`config.mk`:
```
export PLATFORM = sky130hd
export DESIGN_NAME = bus_arbiter_2m
export DESIGN_NICKNAME = d
export VERILOG_FILES = /design/src/rtl/bus_pkg.sv /design/src/rtl/arb_rr_pick2.sv /design/src/rtl/bus_arbiter_2m.sv
export SDC_FILE = /design/constraint.sdc
export NUM_CORES = 1
export LEC_CHECK = 0
export ABC_AREA = 1
export ABC_CLOCK_PERIOD_IN_PS = 1140
export CORE_AREA = 2 2 121 123
export CTS_BUF_LIST = sky130_fd_sc_hd__clkbuf_16
export DETAILED_ROUTE_END_ITERATION = 6
export DIE_AREA = 0 0 123 125
export SYNTH_ARGS = -nofsm -noshare
export SYNTH_HDL_FRONTEND = slang
export SYNTH_SLANG_ARGS = --single-unit
```
`constraint.sdc`:
```
create_clock -name clk -period 1.14 [get_ports clk]
set_input_delay 0.171 -clock clk [delete_from_list [all_inputs] [get_ports clk]]
set_output_delay 0.171 -clock clk [all_outputs]
set_load 0.02 [all_outputs]
```
`src/rtl/bus_pkg.sv`:
```
// bus_pkg: shared types and widths for the 32-bit peripheral bus
package bus_pkg;
    localparam int BUS_AW = 32;
    localparam int BUS_DW = 32;
    typedef enum logic {ARB_IDLE, ARB_BUSY} arb_state_t;
    typedef struct packed {
        logic [BUS_AW-1:0] addr;
        logic [BUS_DW-1:0] wdata;
        logic [3:0]        wmask;
        logic              wen;
        logic              ren;
    } bus_req_t;
endpackage

```
`src/rtl/arb_rr_pick2.sv`:
```
// arb_rr_pick2: two-way round-robin pick, ties go to the master not served last
module arb_rr_pick2 (
    input  logic [1:0] req,
    input  logic       last,
    output logic       winner,
    output logic       valid
);
    assign valid  = |req;
    assign winner = &req ? ~last : req[1];
endmodule

```
`src/rtl/bus_arbiter_2m.sv`:
```
// bus_arbiter_2m: two-master round-robin arbiter for the peripheral bus
module bus_arbiter_2m
  import bus_pkg::*;
#(
  parameter int          TIMEOUT       = 255,
  parameter logic [31:0] TIMEOUT_RDATA = 32'hDEAD_BEEF
)
(
  input  logic        clk,
  input  logic        rst,
  input  logic [31:0] m0_addr,
  input  logic [31:0] m0_wdata,
  input  logic [3:0]  m0_wmask,
  input  logic        m0_wen,
  input  logic        m0_ren,
  output logic [31:0] m0_rdata,
  output logic        m0_ready,
  input  logic [31:0] m1_addr,
  input  logic [31:0] m1_wdata,
  input  logic [3:0]  m1_wmask,
  input  logic        m1_wen,
  input  logic        m1_ren,
  output logic [31:0] m1_rdata,
  output logic        m1_ready,
  output logic [31:0] s_addr,
  output logic [31:0] s_wdata,
  output logic [3:0]  s_wmask,
  output logic        s_wen,
  output logic        s_ren,
  input  logic [31:0] s_rdata,
  input  logic        s_ready,
  output logic [1:0]  grant,
  output logic        timeout_err
);
  arb_state_t  state, state_nx;
  logic        own, own_nx, last, last_nx;
  logic        win, win_valid, busy, req_own, done, tmo;
  logic [1:0]  req;
  logic [31:0] busy_rdata;
  bus_req_t    m [2];
  bus_req_t    cur;

  assign m[0]    = {m0_addr, m0_wdata, m0_wmask, m0_wen, m0_ren};
  assign m[1]    = {m1_addr, m1_wdata, m1_wmask, m1_wen, m1_ren};
  assign req     = {m1_wen | m1_ren, m0_wen | m0_ren};
  assign busy    = state == ARB_BUSY;
  assign cur     = m[own];
  assign req_own = req[own];
  assign done    = busy & req_own & s_ready;

  arb_rr_pick2 u_pick (
    .req    (req),
    .last   (last),
    .winner (win),
    .valid  (win_valid)
  );

`ifdef ARB_TIMEOUT_EN
  logic [15:0] cnt;
  always_ff @(posedge clk or posedge rst) begin
    if (rst) begin
      cnt         <= '0;
      timeout_err <= 1'b0;
    end else begin
      cnt         <= (busy & ~s_ready) ? cnt + 16'd1 : '0;
      timeout_err <= timeout_err | tmo;
    end
  end
  assign tmo        = busy & req_own & ~s_ready & (cnt == 16'(TIMEOUT));
  assign busy_rdata = tmo ? TIMEOUT_RDATA : s_rdata;
`else
  assign tmo         = 1'b0;
  assign busy_rdata  = s_rdata;
  assign timeout_err = 1'b0;
`endif

  always_ff @(posedge clk or posedge rst) begin
    if (rst) begin
      state <= ARB_IDLE;
      own   <= 1'b0;
      last  <= 1'b1;
    end else begin
      state <= state_nx;
      own   <= own_nx;
      last  <= last_nx;
    end
  end

  always_comb begin
    state_nx = state;
    own_nx   = own;
    last_nx  = last;
    s_addr   = busy ? cur.addr  : '0;
    s_wdata  = busy ? cur.wdata : '0;
    s_wmask  = busy ? cur.wmask : '0;
    s_wen    = busy & cur.wen;
    s_ren    = busy & cur.ren;
    grant    = busy ? (own ? 2'b10 : 2'b01) : 2'b00;
    m0_ready = (done | tmo) & ~own;
    m1_ready = (done | tmo) & own;
    m0_rdata = (busy & ~own) ? busy_rdata : '0;
    m1_rdata = (busy & own) ? busy_rdata : '0;
    if (!busy) begin
      if (win_valid) begin
        state_nx = ARB_BUSY;
        own_nx   = win;
      end
    end else if (done | tmo) begin
      state_nx = ARB_IDLE;
      last_nx  = own;
    end else if (!req_own) begin
      state_nx = ARB_IDLE;
    end
  end
endmodule

```
==> PnR_summary.wiki <==
{| class="wikitable"
! Metric !! Value
|-
| Result of the run || finished, violations left
|-
| Violated checks || setup timing
|-
| Area delta synth->final || 354%
|-
| Power density over the cells || 2540 mW/mm2
|-
| Post-placement setup slack || -0.782 ns
|-
| Setup Total Neg Slack || -67.19 ns
|-
| Number of optimization iterations in the first detailed-route pass || 4
|-
| Endpoint type of the worst setup path || primary output
|-
| RSZ-0062 raised after global routing || yes
|-
| Vias after detailed routing || 2991
|-
| GRT Util Overall || 13.3%
|-
| Chip height || 125 um
|-
| Synthesized flop and latch total || 3
|-
| Library cells used by synthesis || 19
|-
| Placement row count || 44
|-
| Setup slack on the worst flop-to-flop path || -0.19 ns
|-
| TritonCTS clock tree || yes
|-
| Library cell occupying the most area in the post-synthesis netlist || a22o_1
|-
| Number of sinks on the clock net || 3
|-
| Proportion of netlist area held by the largest area contributor || 46.3%
|-
| Met2 track demand over resource in global routing || 27.1%
|-
| Register clock-pin slew on the reported worst setup and hold paths || 0.03 ns
|-
| Area of the die || 0.0154 mm2
|-
| Worst r2r path cells || 8
|-
| Antenna violations before repair || 0
|-
| Met3 Usage GRT || 2.92%
|-
| Most heavily used metal layer in global routing || met2
|-
| ANT cells || 0
|-
| Category of the critical setup timing path || register to primary output
|-
| Final critical-path share of the clock period || 155%
|-
| Total number of yosys warnings || 0
|-
| Die outline width || 123 um
|-
| Standby leakage power || 2.75 nW
|-
| Pins over their slew limit || 0
|-
| Global-route wire length before repair || 16300 um
|-
| Number of nets with antenna violations after routing || 0
|-
| Critical path data required time || 0.97 ns
|-
| Element type at the critical path start || register
|-
| Total grt overflow || 0
|-
| Number of max-cap violations || 0
|-
| Shortest clock period the worst path allows after layout || 1.76 ns
|-
| Critical-path maximum fanout || 11
|-
| Clock buffer count from CTS || 3
|-
| Data arrival time of the critical path || 1.59 ns
|-
| Number of top-level pins || 314
|-
| Avg Inst Size Synth || 5.79 um2
|-
| Register area share after synthesis || 5.94%
|-
| Setup violations, final || 140
|-
| Worst skew pair latency || 0.22 ns
|-
| Dominant cells by area after synthesis || a22o_1 46%, nor2_1 19%, inv_1 12%
|-
| Count of unresolved DRC violations after routing || 0
|-
| Combined area of all synthesized cells || 0.00128 mm2
|-
| Type of the most critical hold path || primary input to async pin
|-
| Synthesized Nets || 397
|-
| Area of combinational cells with multiple inputs || 0.00163 mm2
|-
| Post-DP HPWL || 9540 um
|-
| Average via count per standard cell || 4.00
|-
| Worst vdd ir || 1060 uV
|-
| Capture point of the worst reg-to-reg path || busy$_DFF_PP0_
|-
| Initial core utilization || 9.05%
|-
| Launching point of the worst reg2reg path || own$_DFFE_PP0P_
|-
| Highest clock rate || 567 MHz
|-
| Vias in the first global route || 3132
|-
| GR met1 Demand/Resource || 13.6%
|-
| Fill count || 1396
|-
| Clock H-tree levels || 1
|-
| Maximum number of buffers from clock root to sink || 2
|-
| Sum of routed wire length over all layers || 12000 um
|-
| Drt initial violations || 44
|-
| Instance count of the mapped netlist || 222
|-
| WL per Instance || 16.0 um
|-
| Post-route standard cell area excluding fillers || 0.00584 mm2
|-
| Most common library cell in the layout ignoring fill and taps || clkdlybuf4s50_1
|-
| Area after detailed placement || 0.00545 mm2
|-
| Std-Cell Core Area || 0.0142 mm2
|-
| Proportion of layout cells with a drive suffix above 1 || 48.8%
|-
| Seq. cell area || 77.6 um2
|-
| Setup ws final || -0.624 ns
|-
| Placer's final routability congestion estimate || 0.816
|-
| Hold Fails Final Rpt || 0
|-
| Maximum number of pins on one net before global-route repair || 33
|-
| Final Skew || 0.00161 ns
|-
| Net total in the final layout || 740
|-
| Number of port buffers || 312
|-
| Leading cell types in the layout, fill and taps excluded || 174 x clkdlybuf4s50_1, 81 x buf_6, 45 x nor2_4
|-
| Cell at the root of the clock tree || clkbuf_16
|}
[sequential cells by signal, summed over array words and instances, names as in the netlist]
register and flops:
last 1, own 1, busy 1
[cells by family after synthesis]
kind of cell           synth area share [%]
AND/OR/NAND/NOR                        24.9
flip-flops                             5.94
other                                 0.292
AO/OA/AOI/OAI                          48.1
buffers and inverters                  20.7
[routing by layer]
| layer | vias up | part of all wire, % |
|---|---|---|
| met3 | 8 | 9.3 |
| met2 | 198 | 55 |
| met4 | 0 | 0.80 |
| met5 | - | 0 |
| li1 | 1441 | - |
| met1 | 1344 | 35 |
[layout make-up]
| class | instances | share of cell area, % |
|---|---|---|
| Timing Repair Buffer | 359 | 62.4 |
| Multi-Input combinational cell | 154 | 27.9 |
| Tap cell | 184 | 3.95 |
| Inverter | 44 | 3.09 |
| Sequential cell | 3 | 1.33 |
| Clock buffer | 3 | 1.29 |
| Clock inverter | 1 | 0.0643 |
[power breakdown]
group | switching, mW | internal [mW]
sequential | 0.0534 | 0.177
clock | 0.0965 | 0.452
combinational | 6.96 | 7.06
total | 7.11 | 7.68
[timing repair]
action                                 CTS  global route
pin swaps                                1            15
endpoints found under the hold margin    0             0
gates resized for setup                415           239
hold buffers                             0             0
cloned                                   1             6
setup endpoints to repair              138           140
buffers inserted                         1             8
[how the worst max path moves through the flow]
stage / start / endpoint / slack, ns / cells after the start
5_1_grt: own$_DFFE_PP0P_ / s_wdata[14] / -0.67 / 5
3_5_place_dp: busy$_DFF_PP0_ / s_addr[23] / -0.78 / 6
2_1_floorplan: own$_DFFE_PP0P_ / s_addr[10] / -0.15 / 4
6_report: own$_DFFE_PP0P_ / s_wdata[14] / -0.62 / 5
4_1_cts: own$_DFFE_PP0P_ / s_wdata[30] / -0.73 / 5
3_3_place_gp: busy$_DFF_PP0_ / m0_rdata[8] / -0.75 / 7
[through the flow]
step | cells | power [mW] | hold slack [ns] | util [%]
4_1_cts | 735 | 13.1 | 0.116 | 38.6
2_1_floorplan | 222 | 7.15 | -0.0762 | -
6_report | 748 | 14.8 | 0.123 | 41.1
5_1_grt | 748 | 15.6 | 0.149 | 41.1
3_5_place_dp | 729 | 12.9 | 0.353 | 38.4
3_3_place_gp | 729 | 12.8 | 0.351 | 38.4
[worst max-delay path, cell delays in order (launching register included)]
cell and delay, ns:
dfrtp_2 0.42, nand2_2 0.15, inv_8 0.07, buf_4 0.18, a22o_1 0.22, dlygate4sd2_1 0.32
[Yosys cell counts, drive strengths merged]
cell type,number
clkinv,1
inv,43
nand2,12
clkbuf,3
dfrtp,2
o21ai,2
conb,1
dfstp,1
a22o,68
nor2,66
nand3,3
o22ai,2
buf,18
No activity file was read; power rests on OpenSTA's default activity.
